## src/rtl/rect_fill_engine_if.sv

```systemverilog
// SRAM arbiter port of the rectangle fill engine.
// One read or write request per cycle, stalled by mem_ready.
interface rect_fill_engine_if #(
    parameter int ADDR_W  = 16,
    parameter int PIX_W   = 24,
    parameter int LAYER_W = 2
);
    logic                     read_enable;
    logic                     write_enable;
    logic [ADDR_W-1:0]        address;
    logic [PIX_W+LAYER_W-1:0] write_data;
    logic                     mem_ready;
    logic [PIX_W+LAYER_W-1:0] read_data;

    modport master (
        output read_enable, write_enable, address, write_data,
        input  mem_ready, read_data
    );

    modport slave (
        input  read_enable, write_enable, address, write_data,
        output mem_ready, read_data
    );
endinterface

```

## src/rtl/rect_fill_engine.sv

```systemverilog
// Rectangle fill into the frame-buffer SRAM, one pixel per transaction.
// Modes: solid, checker texture, layer-gated read-compare-write.
module rect_fill_engine #(
    parameter int COORD_W   = 8,
    parameter int FB_WIDTH  = 160,
    parameter int FB_HEIGHT = 120,
    parameter int PIX_W     = 24,
    parameter int LAYER_W   = 2,
    parameter int ADDR_W    = 16,
    parameter int TEX_SHIFT = 2
) (
    input  logic                 clk,
    input  logic                 n_rst,
    input  logic                 fill_start,
    input  logic [4*COORD_W-1:0] coordinates,
    input  logic [1:0]           fill_mode,
    input  logic [PIX_W-1:0]     color_code,
    input  logic [PIX_W-1:0]     texture_code,
    input  logic [LAYER_W-1:0]   layer_num,
    rect_fill_engine_if.master   sram,
    output logic [COORD_W-1:0]   xmin,
    output logic [COORD_W-1:0]   ymin,
    output logic [COORD_W-1:0]   xmax,
    output logic [COORD_W-1:0]   ymax,
    output logic                 busy,
    output logic                 fill_done
);
    localparam logic [2:0] IDLE  = 3'd0;
    localparam logic [2:0] SETUP = 3'd1;
    localparam logic [2:0] WR    = 3'd2;
    localparam logic [2:0] RD    = 3'd3;
    localparam logic [2:0] CMP   = 3'd4;
    localparam logic [2:0] DONE  = 3'd5;

    localparam logic [COORD_W-1:0] X_LIM = COORD_W'(FB_WIDTH - 1);
    localparam logic [COORD_W-1:0] Y_LIM = COORD_W'(FB_HEIGHT - 1);
    localparam logic [ADDR_W-1:0]  FBW   = ADDR_W'(FB_WIDTH);

    logic [2:0]           state;
    logic [4*COORD_W-1:0] cmd_coord;
    logic [1:0]           cmd_mode;
    logic [PIX_W-1:0]     cmd_color;
    logic [PIX_W-1:0]     cmd_tex;
    logic [LAYER_W-1:0]   cmd_layer;
    logic [COORD_W-1:0]   x;
    logic [COORD_W-1:0]   y;

    logic [COORD_W-1:0] x1, y1, x2, y2;
    logic [COORD_W-1:0] lo_x, hi_x, lo_y, hi_y;
    logic [COORD_W-1:0] cx_lo, cx_hi, cy_lo, cy_hi;
    logic [COORD_W-1:0] step_x, step_y;
    logic [2:0]         step_state;
    logic [COORD_W-1:0] tx;
    logic               layered;
    logic               tex_sel;
    logic [ADDR_W-1:0]  pix_addr;
    logic [PIX_W-1:0]   pix_color;
    logic [LAYER_W-1:0] rd_tag;
    logic               unused_bits;

    assign x1 = cmd_coord[4*COORD_W-1 -: COORD_W];
    assign y1 = cmd_coord[3*COORD_W-1 -: COORD_W];
    assign x2 = cmd_coord[2*COORD_W-1 -: COORD_W];
    assign y2 = cmd_coord[COORD_W-1:0];

    // Sort each axis, then pull anything past the edge back onto it.
    assign lo_x  = (x1 < x2) ? x1 : x2;
    assign hi_x  = (x1 < x2) ? x2 : x1;
    assign lo_y  = (y1 < y2) ? y1 : y2;
    assign hi_y  = (y1 < y2) ? y2 : y1;
    assign cx_lo = (lo_x > X_LIM) ? X_LIM : lo_x;
    assign cx_hi = (hi_x > X_LIM) ? X_LIM : hi_x;
    assign cy_lo = (lo_y > Y_LIM) ? Y_LIM : lo_y;
    assign cy_hi = (hi_y > Y_LIM) ? Y_LIM : hi_y;

    assign layered   = (cmd_mode == 2'b10);
    assign tx        = (x >> TEX_SHIFT) ^ (y >> TEX_SHIFT);
    assign tex_sel   = tx[0] & (cmd_mode == 2'b01);
    assign pix_color = tex_sel ? cmd_tex : cmd_color;
    assign pix_addr  = ADDR_W'(y) * FBW + ADDR_W'(x);
    assign rd_tag    = sram.read_data[PIX_W +: LAYER_W];

    assign unused_bits = ^{tx[COORD_W-1:1], sram.read_data[PIX_W-1:0]};

    always_comb begin
        step_x     = x;
        step_y     = y;
        step_state = layered ? RD : WR;
        if (x < xmax) begin
            step_x = x + 1'b1;
        end else if (y < ymax) begin
            step_x = xmin;
            step_y = y + 1'b1;
        end else begin
            step_state = DONE;
        end
    end

    assign sram.write_enable = (state == WR);
    assign sram.read_enable  = (state == RD);
    assign sram.address      = (state == WR || state == RD) ? pix_addr : '0;
    assign sram.write_data   = (state == WR) ? {cmd_layer, pix_color} : '0;
    assign fill_done         = (state == DONE);
    assign busy = (state == SETUP) || (state == WR) ||
                  (state == RD) || (state == CMP);

    always_ff @(posedge clk or negedge n_rst) begin
        if (!n_rst) begin
            state     <= IDLE;
            cmd_coord <= '0;
            cmd_mode  <= '0;
            cmd_color <= '0;
            cmd_tex   <= '0;
            cmd_layer <= '0;
            x         <= '0;
            y         <= '0;
            xmin      <= '0;
            ymin      <= '0;
            xmax      <= '0;
            ymax      <= '0;
        end else begin
            unique case (state)
                IDLE: begin
                    if (fill_start) begin
                        cmd_coord <= coordinates;
                        cmd_mode  <= fill_mode;
                        cmd_color <= color_code;
                        cmd_tex   <= texture_code;
                        cmd_layer <= layer_num;
                        state     <= SETUP;
                    end
                end
                SETUP: begin
                    xmin  <= cx_lo;
                    xmax  <= cx_hi;
                    ymin  <= cy_lo;
                    ymax  <= cy_hi;
                    x     <= cx_lo;
                    y     <= cy_lo;
                    state <= layered ? RD : WR;
                end
                WR: begin
                    if (sram.mem_ready) begin
                        x     <= step_x;
                        y     <= step_y;
                        state <= step_state;
                    end
                end
                RD: begin
                    if (sram.mem_ready) state <= CMP;
                end
                CMP: begin
                    if (cmd_layer >= rd_tag) begin
                        state <= WR;
                    end else begin
                        x     <= step_x;
                        y     <= step_y;
                        state <= step_state;
                    end
                end
                DONE:    state <= IDLE;
                default: state <= IDLE;
            endcase
        end
    end
endmodule

```

## src/flat_wrapper.sv

```systemverilog
// flat-port wrapper written by rule: the top's interface ports become plain ports
module rect_fill_engine_flat 
#(
    parameter int COORD_W   = 8,
    parameter int FB_WIDTH  = 160,
    parameter int FB_HEIGHT = 120,
    parameter int PIX_W     = 24,
    parameter int LAYER_W   = 2,
    parameter int ADDR_W    = 16,
    parameter int TEX_SHIFT = 2
)
  (clk, n_rst, fill_start, coordinates, fill_mode, color_code, texture_code, layer_num, xmin, ymin, xmax, ymax, busy, fill_done, sram_read_enable, sram_write_enable, sram_address, sram_write_data, sram_mem_ready, sram_read_data);
  rect_fill_engine_if #(.ADDR_W(ADDR_W), .PIX_W(PIX_W), .LAYER_W(LAYER_W)) sram_i ();
  input  logic clk;
  input  logic n_rst;
  input  logic fill_start;
  input  logic [4*COORD_W-1:0] coordinates;
  input  logic [1:0] fill_mode;
  input  logic [PIX_W-1:0] color_code;
  input  logic [PIX_W-1:0] texture_code;
  input  logic [LAYER_W-1:0] layer_num;
  output logic [COORD_W-1:0] xmin;
  output logic [COORD_W-1:0] ymin;
  output logic [COORD_W-1:0] xmax;
  output logic [COORD_W-1:0] ymax;
  output logic busy;
  output logic fill_done;
  output wire logic [$bits(sram_i.read_enable)-1:0] sram_read_enable;
  output wire logic [$bits(sram_i.write_enable)-1:0] sram_write_enable;
  output wire logic [$bits(sram_i.address)-1:0] sram_address;
  output wire logic [$bits(sram_i.write_data)-1:0] sram_write_data;
  input wire logic [$bits(sram_i.mem_ready)-1:0] sram_mem_ready;
  input wire logic [$bits(sram_i.read_data)-1:0] sram_read_data;
  assign sram_read_enable = sram_i.read_enable;
  assign sram_write_enable = sram_i.write_enable;
  assign sram_address = sram_i.address;
  assign sram_write_data = sram_i.write_data;
  assign sram_i.mem_ready = sram_mem_ready;
  assign sram_i.read_data = sram_read_data;
  rect_fill_engine #(.COORD_W(COORD_W), .FB_WIDTH(FB_WIDTH), .FB_HEIGHT(FB_HEIGHT), .PIX_W(PIX_W), .LAYER_W(LAYER_W), .ADDR_W(ADDR_W), .TEX_SHIFT(TEX_SHIFT)) u_core (.clk(clk), .n_rst(n_rst), .fill_start(fill_start), .coordinates(coordinates), .fill_mode(fill_mode), .color_code(color_code), .texture_code(texture_code), .layer_num(layer_num), .sram(sram_i), .xmin(xmin), .ymin(ymin), .xmax(xmax), .ymax(ymax), .busy(busy), .fill_done(fill_done));
endmodule
```

## config.mk

```make
export PLATFORM = sky130hd
export DESIGN_NAME = rect_fill_engine_flat
export DESIGN_NICKNAME = d
export VERILOG_FILES = /design/src/rtl/rect_fill_engine_if.sv /design/src/rtl/rect_fill_engine.sv /design/src/flat_wrapper.sv
export SDC_FILE = /design/constraint.sdc
export NUM_CORES = 1
export LEC_CHECK = 0
export CORE_MARGIN = 4
export CORE_UTILIZATION = 35
export CTS_BUF_LIST = sky130_fd_sc_hd__clkbuf_8 sky130_fd_sc_hd__clkbuf_16
export DETAILED_ROUTE_END_ITERATION = 8
export GPL_TIMING_DRIVEN = 1
export HOLD_SLACK_MARGIN = 0.06
export MAX_ROUTING_LAYER = met4
export SETUP_SLACK_MARGIN = 0.02
export SLEW_MARGIN = 30
export SYNTH_ARGS = -nofsm -noshare
export SYNTH_HDL_FRONTEND = slang
export SYNTH_SLANG_ARGS = --single-unit
```

## constraint.sdc

```tcl
create_clock -name clk -period 5.4 [get_ports clk]
set_input_delay 1.08 -clock clk [delete_from_list [all_inputs] [get_ports clk]]
set_output_delay 1.08 -clock clk [all_outputs]
set_load 0.005 [all_outputs]
```

==> results.txt, run 1 <==
Max_slew headroom - 40.9%
Synth Net Count - 958
Yosys warns - 0
Vias in the first global route - 6248
CORE AREA - 0.0220 sq mm
VDD IR max - 0.295 mV
Cell row count - 54
First-pass GRT wire length - 32.8 mm
Buffers & Inverters on Critical Path - 1
Sequential area share after synthesis - 43.0%
Overall Power - 7.54 mW
DRT antenna net count - 0
Cell Chain, Critical Path - ha_1, ha_1, fa_1, a21o_1, a21oi_1, xnor2_1, nand4_1, nor4bb_1, xnor2_1, nor2_1, clkdlybuf4s50_1
Gp weighted congestion - 0.829
Clock H-tree levels - 4
WL final - 20.4 mm
Setup_tns - 0 ps
Number of enable flip-flop cells after synthesis - 0
Clock Latency Late Sink - 420 ps
PD cells - 720 mW/mm^2
Avg WL per Cell - 16.4 um
Clock buffer count from CTS - 17
Status - completed
Post-synth ARST share - 100%
Distinct cells, synth - 62
Commonest non-fill, non-tap cell in the layout - clkdlybuf4s50_1
DIE AREA - 0.0249 sq mm
Max Fanout on Critical Path - 8
DRC - 0
Die width - 158 um
Top Family by Delay on Critical Path - adder cells
Drt initial violations - 288
Mean Syn Cell Area - 9.89 sq um
Global router's overall resource usage - 17.2%
Fin crit period - 4750 ps
CTS tree - done
CP endpoint kind - output pin
CP startpoint kind - flip-flop
Worst-margin pin slew - 886 ps
Commonest cells after routing, fill and taps aside - clkdlybuf4s50_1 (166), dfrtp_1 (135), nor2_1 (88)
Top Ports - 192
Setup Skew - 12.3 ps
Initial core utilization - 35.8%
Hold Crit Depth - 2
Leakage - 4.63 nW
Max cap viols - 0
WP data required - 4320 ps
Clock root buffer - clkbuf_16
Final Instance Area - 0.0105 sq mm
Clock transition at path regs - 60 ps
Fmax - 211 MHz
Via density - 4.97
Post-DP HPWL - 15.1 mm
Initial antenna violation count - 1
Largest net degree at the start of global routing - 97
Hold buffer count at CTS - 0
Overflow after GRT - 0
Area growth from synthesis to layout - 33.3%
Clock Path Buffers - 2
Critical path depth in cells - 11
DRT Pass-1 Iters - 5
Critical path's largest stage delay - 510 ps
Period utilisation layout - 88.0%
Worst Hold Class - reg2reg
Fraction of layout cells with a size suffix above 1 - 12.9%
DP Area - 0.00980 sq mm
Critical path's slowest cell - clkdlybuf4s50_1
Synth Cell Area - 0.00786 sq mm
Fin. Hold Viols - 0
Post-Syn Instances - 795
DR vias - 6207
Nets - 1118
Flops & latches, synth - 135
Clock Sinks - 135
Crit Path Class - reg2out
Arr. time, crit path - 3670 ps
Die height - 158 um
Main synth FF type - dfrtp_1
RSZ-0062 raised after global routing - no
Post CTS Setup Buffer Count - 0
I/O Buffers - 167
Max-slew violation count - 0
Worst reg-to-reg path cell count - 8
Setup violators final - 0
CTS resizes - 0
## synth_stat cells, types with 3 or more instances
library cell    n  area (sq um)
nand3_1        13          65.1
and3_1          7          43.8
nor2b_1        15          93.8
a21oi_1        32           160
and2_1         13          81.3
a31oi_1         9          56.3
nor2_1         88           330
inv_1          43           161
dfrtp_1       135          3380
o21ai_0        44           220
a21o_1          4          30.0
ha_1           47           588
nand2_1        78           293
buf_2           5          25.0
or3_1           4          25.0
a22oi_1         5          37.5
nor3_1         13          65.1
or4_1           4          30.0
o22a_1          3          26.3
o21ai_1         5          25.0
clkbuf_1       28           105
a21oi_2         3          26.3
nand2b_1        7          43.8
mux2_2         71           800
mux2i_1        45           450
nand4_1         3          18.8
o211ai_1        4          30.0
o21a_1          3          22.5
a211oi_1        7          52.6
xor2_1          6          52.6
nand3b_1        3          22.5
xnor2_1        12           105
## sequential cells by signal (all words and copies together) (netlist names)
name,cells
u_core.y,8
u_core.ymin,8
u_core.x,8
u_core.cmd_tex,24
u_core.cmd_mode,2
u_core.xmin,8
u_core.cmd_layer,2
u_core.ymax,8
u_core.state,3
u_core.cmd_color,24
u_core.xmax,8
u_core.cmd_coord,32
## worst reg2reg max path: cells and delay by family, from the launching register on
family	cells	cell delay (ps)
adders and majority gates	1	320
muxes	1	340
and+or+nand+nor	1	210
DFF	1	560
AOI/OAI and AO/OA	5	1610
## layer usage
layer | global-route usage (%) | routed length [um]
met2 | 25.7 | 8860
met4 | 3.81 | 178
met5 | - | 0
met1 | 21.7 | 9430
met3 | 7.65 | 1970
## metrics by stage
stage	util [%]	setup WS [ps]	cells	hold WS (ps)
6_report	47.7	650	1250	480
5_1_grt	47.7	390	1249	512
4_1_cts	47.5	597	1247	488
3_5_place_dp	44.6	1060	1215	473
3_3_place_gp	44.6	1110	1215	463
2_1_floorplan	-	1800	795	470
## cells by family (layout without fill, tap and decap cells)
kind of cell / Yosys count / count (layout) / share of synthesized area, %
AO/OA/AOI/OAI: 142 / 142 / 11.9
adder cells (fa/ha/maj): 49 / 49 / 7.99
XOR/XNOR: 18 / 18 / 2.01
multiplexers: 118 / 118 / 16.2
flip-flops: 135 / 135 / 43.0
other: 0 / 2 / 0
buffers and inverters: 77 / 250 / 3.85
AND/OR/NAND/NOR: 256 / 256 / 15.0
## worst paths after layout
check / from / slack [ps] / endpoint
worst max-delay path: u_core.y[3]$_DFFE_PN0P_ / 650 / sram_address[14]
worst min-delay path: u_core.ymin[2]$_DFFE_PN0P_ / 480 / u_core.ymin[2]$_DFFE_PN0P_
worst min register to register: u_core.ymin[2]$_DFFE_PN0P_ / 480 / u_core.ymin[2]$_DFFE_PN0P_
min in group asynchronous: n_rst / 720 / u_core.cmd_tex[17]$_DFFE_PN0P_
worst max register to register: u_core.x[2]$_DFFE_PN0P_ / 2230 / u_core.y[4]$_DFFE_PN0P_
max in group asynchronous: n_rst / 3630 / u_core.cmd_color[3]$_DFFE_PN0P_
## where the power goes
part           internal (mW)  switching (mW)
clock                  0.789           0.466
combinational           2.13            2.16
sequential              1.52           0.474
total                   4.44            3.10
## layout make-up
cell class                      count  area, sq um
Clock inverter                     14          199
Clock buffer                       18          439
Timing Repair Buffer              175         1750
Multi-Input combinational cell    583         4190
Sequential cell                   135         3380
Inverter                           43          161
Antenna cell                        2         5.00
Fill cell                        2059        11500
Tap cell                          280          350
No activity file was read; power rests on OpenSTA's default activity.
==> run 2, diff against run 1 <==
- CORE_UTILIZATION: 35 -> 50
- PLACE_DENSITY: not set -> 0.81
==> run 2 against run 1 <==
Effect of this change: via count rose by 1.7%; sequential share of layout area rose by 0.46 points; die area fell by 29%; global-route usage rose by 6.0 points; clock power fell by 9%; first-iteration DRC count rose by 23%; critical endpoint unchanged; largest cell class unchanged.
==> results.txt, run 2 (same netlist as run 1, synthesis figures left out) <==
VDD IR max - 0.339 mV (was 0.295 mV)
Sw Pwr - 3.06 mW (was 3.10 mW)
Clock Path Buffers - 2 (unchanged)
DRT Pass-1 Iters - 5 (unchanged)
Avg WL per Cell - 16.4 um (about the same)
Post-DP HPWL - 14.4 mm (was 15.1 mm)
Clock power share - 15.4% (was 16.6%)
Hold buffer count at CTS - 0 (unchanged)
Commonest non-fill, non-tap cell in the layout - clkdlybuf4s50_1 (unchanged)
CP endpoint kind - output pin (unchanged)
Max cap viols - 0 (unchanged)
RSZ-0062 raised after global routing - no (unchanged)
Critical path's largest stage delay - 510 ps (about the same)
Vias in the first global route - 6272 (was 6248)
Top flop regs - u_core.cmd_coord (32), u_core.cmd_color (24), u_core.cmd_tex (24) (unchanged)
CTS resizes - 0 (unchanged)
Top Family by Delay on Critical Path - adder cells (unchanged)
WP data required - 4320 ps (about the same)
Post CTS Setup Buffer Count - 0 (unchanged)
Commonest cells after routing, fill and taps aside - clkdlybuf4s50_1 (166), dfrtp_1 (135), nor2_1 (88) (unchanged)
N_diodes - 0 (was 2)
Global router's overall resource usage - 23.2% (was 17.2%)
Cell Chain, Critical Path - ha_1, ha_1, fa_1, a21o_1, a21oi_1, xnor2_1, nand4_1, nor4bb_1, xnor2_1, nor2_1, clkdlybuf4s50_1 (unchanged)
Internal power - 4.35 mW (was 4.44 mW)
Gp weighted congestion - 0.840 (was 0.829)
Clock Latency Late Sink - 420 ps (about the same)
Switching Share - 41.3% (was 41.1%)
Clock transition at path regs - 60 ps (about the same)
Crit Path Class - reg2out (unchanged)
Period utilisation layout - 87.9% (was 88.0%)
Buffers & Inverters on Critical Path - 1 (unchanged)
Die height - 133 um (was 158 um)
Fin. Hold Viols - 0 (unchanged)
Clock Sinks - 135 (unchanged)
Flop pwr share - 26.9% (was 26.4%)
DRT antenna net count - 0 (unchanged)
Worst Hold Class - reg2reg (unchanged)
Clock root buffer - clkbuf_16 (unchanged)
Max Fanout on Critical Path - 6 (was 8)
First-pass GRT wire length - 32.0 mm (was 32.8 mm)
Leakage - 4.59 nW (was 4.63 nW)
Worst-margin pin slew - 951 ps (was 886 ps)
Overall Power - 7.41 mW (was 7.54 mW)
Arr. time, crit path - 3670 ps (about the same)
Most flops, register - u_core.cmd_coord (unchanged)
CORE AREA - 0.0153 sq mm (was 0.0220 sq mm)
Cell row count - 45 (was 54)
DIE AREA - 0.0178 sq mm (was 0.0249 sq mm)
DRC - 0 (unchanged)
Max_slew headroom - 35.8% (was 40.9%)
Via density - 5.35 (was 4.97)
Clock buffer count from CTS - 17 (unchanged)
PD cells - 718 mW/mm^2 (was 720 mW/mm^2)
Overflow after GRT - 0 (unchanged)
WL final - 19.4 mm (was 20.4 mm)
Critical path's slowest cell - clkdlybuf4s50_1 (unchanged)
Setup Skew - 8.28 ps (was 12.3 ps)
Largest register FFs - 32 (unchanged)
Max-slew violation count - 0 (unchanged)
Nets - 1118 (unchanged)
Status - completed (unchanged)
Die width - 133 um (was 158 um)
Largest net degree at the start of global routing - 93 (was 97)
Power share of the combinational group - 57.7% (was 56.9%)
I/O Buffers - 167 (unchanged)
CTS tree - done (unchanged)
Fin crit period - 4750 ps (about the same)
Setup_tns - 0 ps (unchanged)
Initial core utilization - 51.3% (was 35.8%)
Area growth from synthesis to layout - 31.4% (was 33.3%)
Fraction of layout cells with a size suffix above 1 - 13.0% (was 12.9%)
DR vias - 6313 (was 6207)
CP startpoint kind - flip-flop (unchanged)
Clock H-tree levels - 4 (unchanged)
Setup violators final - 0 (unchanged)
Top Ports - 192 (unchanged)
Fmax - 211 MHz (about the same)
Drt initial violations - 353 (was 288)
Initial antenna violation count - 0 (was 1)
==> run 2: cell types whose count changed in the layout (fill, tap and decap cells not counted), moves of 2 or more <==
cell | previous run | this run
bufinv_16 | 4 | 2
clkinv_2 | 0 | 2
clkinv_4 | 4 | 2
clkinvlp_4 | 3 | 6
diode_2 | 2 | 0
==> run 2: stage by stage <==
step / instances / instance area, sq um / util (%) / hold WS [ps] / setup slack, ps
5_1_grt: 1179 / 10300 / 67.4 / 509 / 354
3_3_place_gp: 1146 / 9720 / 63.4 / 462 / 1130
4_1_cts: 1179 / 10300 / 67.4 / 483 / 637
2_1_floorplan: 795 / 7860 / - / 470 / 1800
3_5_place_dp: 1147 / 9740 / 63.6 / 467 / 1100
6_report: 1179 / 10300 / 67.4 / 480 / 651
==> run 2: tightest hold or removal path, stage by stage (launching register included) <==
cell,delay [ps]
dfrtp_1,340
nand2_1,50
nand2_1,50
==> run 2: cell type report <==
type / count / area, sq um
Fill cell: 1231 / 4990
Multi-Input combinational cell: 583 / 4190
Sequential cell: 135 / 3380
Timing Repair Buffer: 175 / 1750
Clock buffer: 18 / 439
Tap cell: 211 / 264
Inverter: 43 / 161
Clock inverter: 14 / 150
==> run 2: final timing paths <==
path	slack (ps)	depth (start not counted)	end	start
worst min-delay path	480	2	u_core.ymin[2]$_DFFE_PN0P_	u_core.ymin[2]$_DFFE_PN0P_
min in group asynchronous	740	1	u_core.cmd_tex[23]$_DFFE_PN0P_	n_rst
worst max register to register	2340	8	u_core.ymax[0]$_DFFE_PN0P_	u_core.cmd_coord[6]$_DFFE_PN0P_
worst min register to register	480	2	u_core.ymin[2]$_DFFE_PN0P_	u_core.ymin[2]$_DFFE_PN0P_
worst max-delay path	650	11	sram_address[14]	u_core.y[1]$_DFFE_PN0P_
max in group asynchronous	3560	2	u_core.x[2]$_DFFE_PN0P_	n_rst
==> run 2: per-layer routing <==
| layer | vias up | track usage [%] | share of wire [%] |
|---|---|---|---|
| li1 | 3109 | - | - |
| met1 | 2998 | 29.4 | 44 |
| met2 | 186 | 35.5 | 47 |
| met3 | 20 | 8.27 | 8.3 |
| met4 | 0 | 6.29 | 1.2 |
| met5 | - | - | 0 |
==> run 2: power by group through the flow <==
| stage | sequential [mW] | clock, mW | combinational, mW |
|---|---|---|---|
| 6_report | 1.99 | 1.14 | 4.28 |
| 4_1_cts | 1.99 | 1.17 | 4.30 |
| 5_1_grt | 2.07 | 1.22 | 4.78 |
| 2_1_floorplan | 1.83 | 0 | 2.97 |
| 3_5_place_dp | 2.01 | 0 | 4.26 |
| 3_3_place_gp | 1.99 | 0 | 4.15 |
